`src/rtl/uart_rx_fifo.sv`:
```
// Byte FIFO between the UART byte receiver and its consumers.
// Storage array plus a registered head stage (out_data/out_valid), so the
// total capacity is DEPTH + 1 bytes. Bytes always pass through the array
// before reaching the head register.
module uart_rx_fifo #(
  parameter int unsigned DEPTH = 16,
  parameter int unsigned AW    = 4
) (
  input  logic          clk,
  input  logic          reset,
  input  logic [7:0]    in_data,
  input  logic          in_done,
  output logic [7:0]    out_data,
  output logic          out_valid,
  input  logic          out_ready,
  output logic [AW:0]   count,
  output logic          full,
  output logic          empty,
  output logic          overflow,
  input  logic          ovf_clr
);

  localparam int unsigned CW = AW + 1;

  logic [7:0]    mem [DEPTH];
  logic [AW-1:0] wp_q;
  logic [AW-1:0] rp_q;
  logic [CW-1:0] count_q;

  logic load_c;
  logic wr_c;
  logic drop_c;

  // Status derived from registered state
  assign count = count_q;
  assign full  = (count_q == CW'(DEPTH));
  assign empty = (count_q == '0) && !out_valid;

  // Head load, write accept and drop decisions for this edge
  always_comb begin
    load_c = (count_q != '0) && (!out_valid || out_ready);
    wr_c   = in_done && (!full || load_c);
    drop_c = in_done && full && !load_c;
  end

  // Storage array write; contents are intentionally not reset
  always_ff @(posedge clk) begin
    if (!reset && wr_c) begin
      mem[wp_q] <= in_data;
    end
  end

  // Pointers, occupancy, head register and sticky overflow
  always_ff @(posedge clk) begin
    if (reset) begin
      wp_q      <= '0;
      rp_q      <= '0;
      count_q   <= '0;
      out_data  <= 8'h00;
      out_valid <= 1'b0;
      overflow  <= 1'b0;
    end else begin
      if (wr_c) begin
        wp_q <= wp_q + AW'(1);
      end

      if (load_c) begin
        out_data  <= mem[rp_q];
        out_valid <= 1'b1;
        rp_q      <= rp_q + AW'(1);
      end else if (out_valid && out_ready) begin
        out_valid <= 1'b0;
      end

      case ({wr_c, load_c})
        2'b10:   count_q <= count_q + CW'(1);
        2'b01:   count_q <= count_q - CW'(1);
        default: count_q <= count_q;
      endcase

      // A drop on the same edge as a clear wins
      if (drop_c) begin
        overflow <= 1'b1;
      end else if (ovf_clr) begin
        overflow <= 1'b0;
      end
    end
  end

endmodule
```
`config.mk`:
```
export PLATFORM = sky130hd
export DESIGN_NAME = uart_rx_fifo
export DESIGN_NICKNAME = d
export VERILOG_FILES = /design/src/rtl/uart_rx_fifo.sv
export SDC_FILE = /design/constraint.sdc
export NUM_CORES = 1
export LEC_CHECK = 0
export ABC_AREA = 1
export BUFFER_PORTS_ARGS = -buffer_cell sky130_fd_sc_hd__buf_2
export CORE_MARGIN = 2
export CORE_UTILIZATION = 55
export CTS_CLUSTER_SIZE = 24
export DETAILED_ROUTE_END_ITERATION = 8
export MAX_ROUTING_LAYER = met4
export PLACE_DENSITY = 0.75
export SYNTH_ARGS = -nofsm -noshare
export SYNTH_HDL_FRONTEND = slang
export SYNTH_SLANG_ARGS = --single-unit
```
`constraint.sdc`:
```
create_clock -name clk -period 1.79 [get_ports clk]
set_input_delay 0.179 -clock clk [delete_from_list [all_inputs] [get_ports clk]]
set_output_delay 0.179 -clock clk [all_outputs]
set_load 0.005 [all_outputs]
```
# == Word level (Yosys, flattened, before mapping) ==
# Memory sizes are Yosys's and may differ from the RTL's. A register that Yosys moved wholly into a read port is not among the register bits.
# Cells that the tools add are included.
# op_classes
addsub,4
n_eq_ne,3
mux,7
reduce_logical,18
# ops
operator,n
$pmux 5 s2,1
$add 4x1->4 const B,2
$logic_and 1x1->1,7
$mux 1,6
$reduce_bool 2->1,3
$add 5x1->5 const B,1
$eq 5x5->1 const B,1
$logic_not 5->1,1
$reduce_bool 5->1,1
$sub 5x1->5 const B,1
$logic_not 1->1,4
$eq 2x1->1 const B,1
$eq 2x2->1 const B,1
$logic_or 1x1->1,2
# word_totals
reg_bits,15
ram_bits,128
in_bits,13
output_inout_bits,17
elab_cells,38
n_memories,1
# memory_table
name,depth,width,read_ports,rd_ports_with_merged_regs,write_ports,line_no,text
mem,16,8,1,1,1,25,logic [7:0] mem [DEPTH];

# == Logic depth before layout (Yosys ltp) ==
# depth
ltp_word,8
depth_mapped,15
depth_no_buf,15

# == Worst setup path before layout ==
# No wires, ideal clock.
# synth_timing
kind,register to register
from,"register count_q[0], in the netlist count[0]"
to,"register count_q[4], in the netlist count[4]"
setup_ps,115
arrival_ps,1695
required_ps,1675
setup_slack_ps,-20
stages_incl_launch_ff,11
path_buffers,0
period_less_slack_ps,1810
path_cell_list,dfxtp_1 nor2_2 nand3_4 nand3_1 inv_1 ha_1 or2_2 nand3_1 nand3_1 nand2_1 nor2_1
# synth_via
elab_chain_len,6
elab_cells_between_ends,12
cone_classes,add/sub (2); eq/ne (3); mux (1); reduce/logical (6)
# synth_lines
item,line_no,text
start: declaration,28,logic [CW-1:0] count_q;
start signal: assignment,76,2'b10: count_q <= count_q + CW'(1);
start signal: assignment,77,2'b01: count_q <= count_q - CW'(1);
start signal: assignment,78,default: count_q <= count_q;
$eq 5x5->1 or $reduce_bool 5->1 (tied branches),"36, 41",
$logic_not 1->1 or $logic_and 1x1->1 (tied branches),"42, 41",
$logic_or 1x1->1,42,wr_c = in_done && (!full || load_c);
$logic_and 1x1->1,42,
$eq 2x1->1 or $eq 2x2->1 (tied branches),75,"case ({wr_c, load_c})"
$pmux 5 s2 or $reduce_bool 2->1 (tied branches),-,
# Parallel ways exist; a longest one is shown, timed or not.
# A chain may end at the register's enable or synchronous reset.

# == Worst setup path after layout ==
# layout_timing
from,"register count_q[4], in the netlist count[4]"
to,memory mem[8][0] (enable)
# layout_via
elab_chain_len,7
elab_cells_between_ends,9
cone_classes,eq/ne (1); mux (2); reduce/logical (6)
# layout_lines
item,line_no,text
$eq 5x5->1 or $reduce_bool 5->1 (tied branches),"36, 41",
$logic_not 1->1 or $logic_and 1x1->1 (tied branches),"42, 41",
$logic_or 1x1->1 (*),42,
$logic_and 1x1->1 (*),42,
$logic_and 1x1->1 (*),48,if (!reset && wr_c) begin
$mux 1 (*),48,
$mux 1 (implied by the code) (*),49,mem[wp_q] <= in_data;
end: declaration,25,
# Mark *: on every way between the ends. The rest lies on a longest branch, timed or not.

==> flow_summary.ini <==
[outcome]
outcome = finished, final reports clean

[routing]
wirelength_mm = 14.5
post_drt_wl_per_cell_um = 19.7
met1_length_mm = 5.91
route.met2.wl_mm = 7.33
ant_nets = 0
vias = 4351
dr.first_iter.drc_count = 435
dr_wl_met3_um = 982
top_layer = met4
drc = 0
first_pass_iters = 5
routed_via_density = 5.90

[cts]
clockBufferDepth = 2
cts-root-buf = clkbuf_16
htreeDepth = 4
hold_buffers = 0
cts_sinks = 151
insertion_delay_ns = 0.41
numCtsBuffers = 17
cts_tree = built
clkTransAtPathRegs_ns = 0.06

[critical_path]
crit_chain = inv_1 > nand3_4 > buf_6 > nand2_4 > a21oi_4 > nand2_1 > nor2_1 > buf_4
crit_path_start_kind = flop
critical_path_class = reg -> reg
ff2ff_path_depth = 8
path_max_fanout = 8
crit_path_end_kind = flop
cp.depth = 8
slowest_stage = dfxtp_1
slowest_delay_ns = 0.33
cp.required_ns = 1.91
rrSetupSlack_ns = 0.04
critPathBufInv = 3
critPathArrivalTime_ns = 1.86
r2r-start = count[4]
critical-path-top-delay-family = simple AND/OR/NAND/NOR gates
r2r_end = mem[8][0]

[yosys]
ys_async_sr_fraction_pct = 0
syn-num-nets = 543
ys_warn_count = 0
synthAdderAreaFrac_pct = 1.41
ys.flop_type = edfxtp_1
seq_area_frac_synth_pct = 69.2
syn_inst = 523
synth_seq_cells = 151
synth_compound_area_share_pct = 13.1
synth_area_um2 = 6220
synth_edf_count = 128
synthMuxAreaShare_pct = 0
synth_top_family_by_area = compound AO/OA/AOI/OAI gates
synth.distinct_cells = 31
syn_area_per_cell_um2 = 11.9
yosys.area_share.simple_pct = 11.6
synth_xor_xnor_area_share_pct = 0.141

[place]
hpwlAfterDp_mm = 8.86
port_buffers = 29
gp_congestion = 0.922

[sta]
max_freq_ghz = 0.572
fin_hold_ws_ns = 0.0133
hold_viol = 0
min_period_over_period_pct = 97.7
rsz0062_at_grt = yes
slew_headroom_pct = 74.5
tightestPinTransition_ns = 0.382
skew_ns = 0.00871
slew_violations = 0
setup_violations = 0
fin_crit_ns = 1.75

[floorplanning]
die_h_um = 110
boundaryPins = 30
dieArea_um2 = 12200
num_rows = 38
die_x_um = 110
initial_core_util_pct = 56.9
core-area_um2 = 10900

[power]
finalPower_uw = 11000
vdd_drop_max_v = 0.00115
power_density_nw_per_um2 = 1480
p_leak_uw = 0.00269

[grt]
gr-usage-all-layers_pct = 26.2
grt_overflow = 0
grt_antenna_before_repair = 0
grt_pass1_wl_mm = 22.1
grt_max_degree = 50
grt_pass1_vias = 4152

[cells_and_area]
layout.nets = 605
n_antenna_cell = 0
area_growth_pct = 19.2
utilization_pct = 67.8
drive_gt1_share_pct = 22.4

[min_path]
hold_path_end = overflow
hp-class = in -> reg
min_from = ovf_clr
whs_path_depth = 4

[job]
drv_cap = 0
## worst min-delay path, stage by stage
cell	delay, ns
buf_2	0.07
inv_1	0.03
nand2_1	0.04
a21oi_1	0.05
## power breakdown
group	internal, uW	switching (uW)	total [uW]	leakage (uW)
Clock	2200	1390	3600	0.000281
Sequential	4020	147	4170	0.00134
Combinational	1180	2060	3240	0.00106
## worst max path at each step
stage / from / endpoint / slack [ns]
2_1_floorplan: count[3] / count[4] / 0.003
3_3_place_gp: count[3] / count[4] / 0.06
3_5_place_dp: count[3] / count[4] / -0.01
4_1_cts: count[1] / count[4] / 0.003
5_1_grt: count[2] / count[4] / -0.04
6_report: count[4] / mem[8][0] / 0.04
## synth_stat cells (10+ instances only)
cell type | count | area share (%)
edfxtp_1 | 128 | 62
dfxtp_1 | 23 | 7.4
o221ai_1 | 14 | 2.0
o21ai_1 | 14 | 1.1
nand2_1 | 25 | 1.5
nor2_1 | 102 | 6.2
o211ai_1 | 27 | 3.3
inv_1 | 30 | 1.8
nand3_1 | 27 | 2.2
o21ai_0 | 59 | 4.7
a21oi_1 | 10 | 0.80
clkbuf_1 | 16 | 0.97
## cells by family after synthesis
group	Yosys count
AOI/OAI and AO/OA	134
buffers and inverters	63
DFF	151
xor gates and xnor gates	1
and+or+nand+nor	167
adders and majority gates	7
## flip-flops by register name, summed over array words and instances (netlist names)
signal	cells
out_valid	1
overflow	1
rp_q	4
mem	128
wp_q	4
count	5
out_data	8
## metal layers
metal  GRT usage (%)  vias up
met2            41.5      163
met4            9.11        0
li1                -     2026
met5               -        -
met3            6.00       28
met1            33.5     2134
## stage by stage
stage | TNS, ns | setup WS, ns | std cells | area [um2]
3_3_place_gp | 0 | 0.0619 | 704 | 6710
4_1_cts | 0 | 0.00343 | 736 | 7320
6_report | 0 | 0.0405 | 738 | 7420
3_5_place_dp | -0.00955 | -0.00955 | 704 | 6710
2_1_floorplan | 0 | 0.00343 | 523 | 6220
5_1_grt | -0.433 | -0.0420 | 738 | 7420
## layout by cell type, fill, tap and decap left out, types with 3 or more instances in the layout
cell and instances:
bufinv_16 3, dfxtp_1 18, nand2_1 20, o21ai_1 15, o22ai_1 8, ha_1 5
nor2_4 3, nand3_2 4, nand2_2 5, o221ai_1 14, nand3_1 23, clkinvlp_4 4
buf_2 29, inv_1 29, buf_4 38, inv_6 4, o211ai_1 27, edfxtp_1 128
clkbuf_16 17, o21ai_0 58, inv_2 5, nor2_1 101, nand4_1 4, dfxtp_2 5
a21oi_1 9
## cell type report
cell class | count | area (um2)
multi-input cells | 309 | 1700
well taps | 140 | 175
clock inverters | 14 | 173
fillers | 766 | 3520
inverters | 35 | 131
repair buffers | 71 | 493
flip-flops and latches | 151 | 4310
clock buffers | 18 | 429
## timing repair
action,in CTS,in global routing
setup endpoints to repair,1,118
setup buffers,0,2
gates cloned,0,0
gates resized for setup,1,24
pin swaps,0,9
No activity file was read; power rests on OpenSTA's default activity.
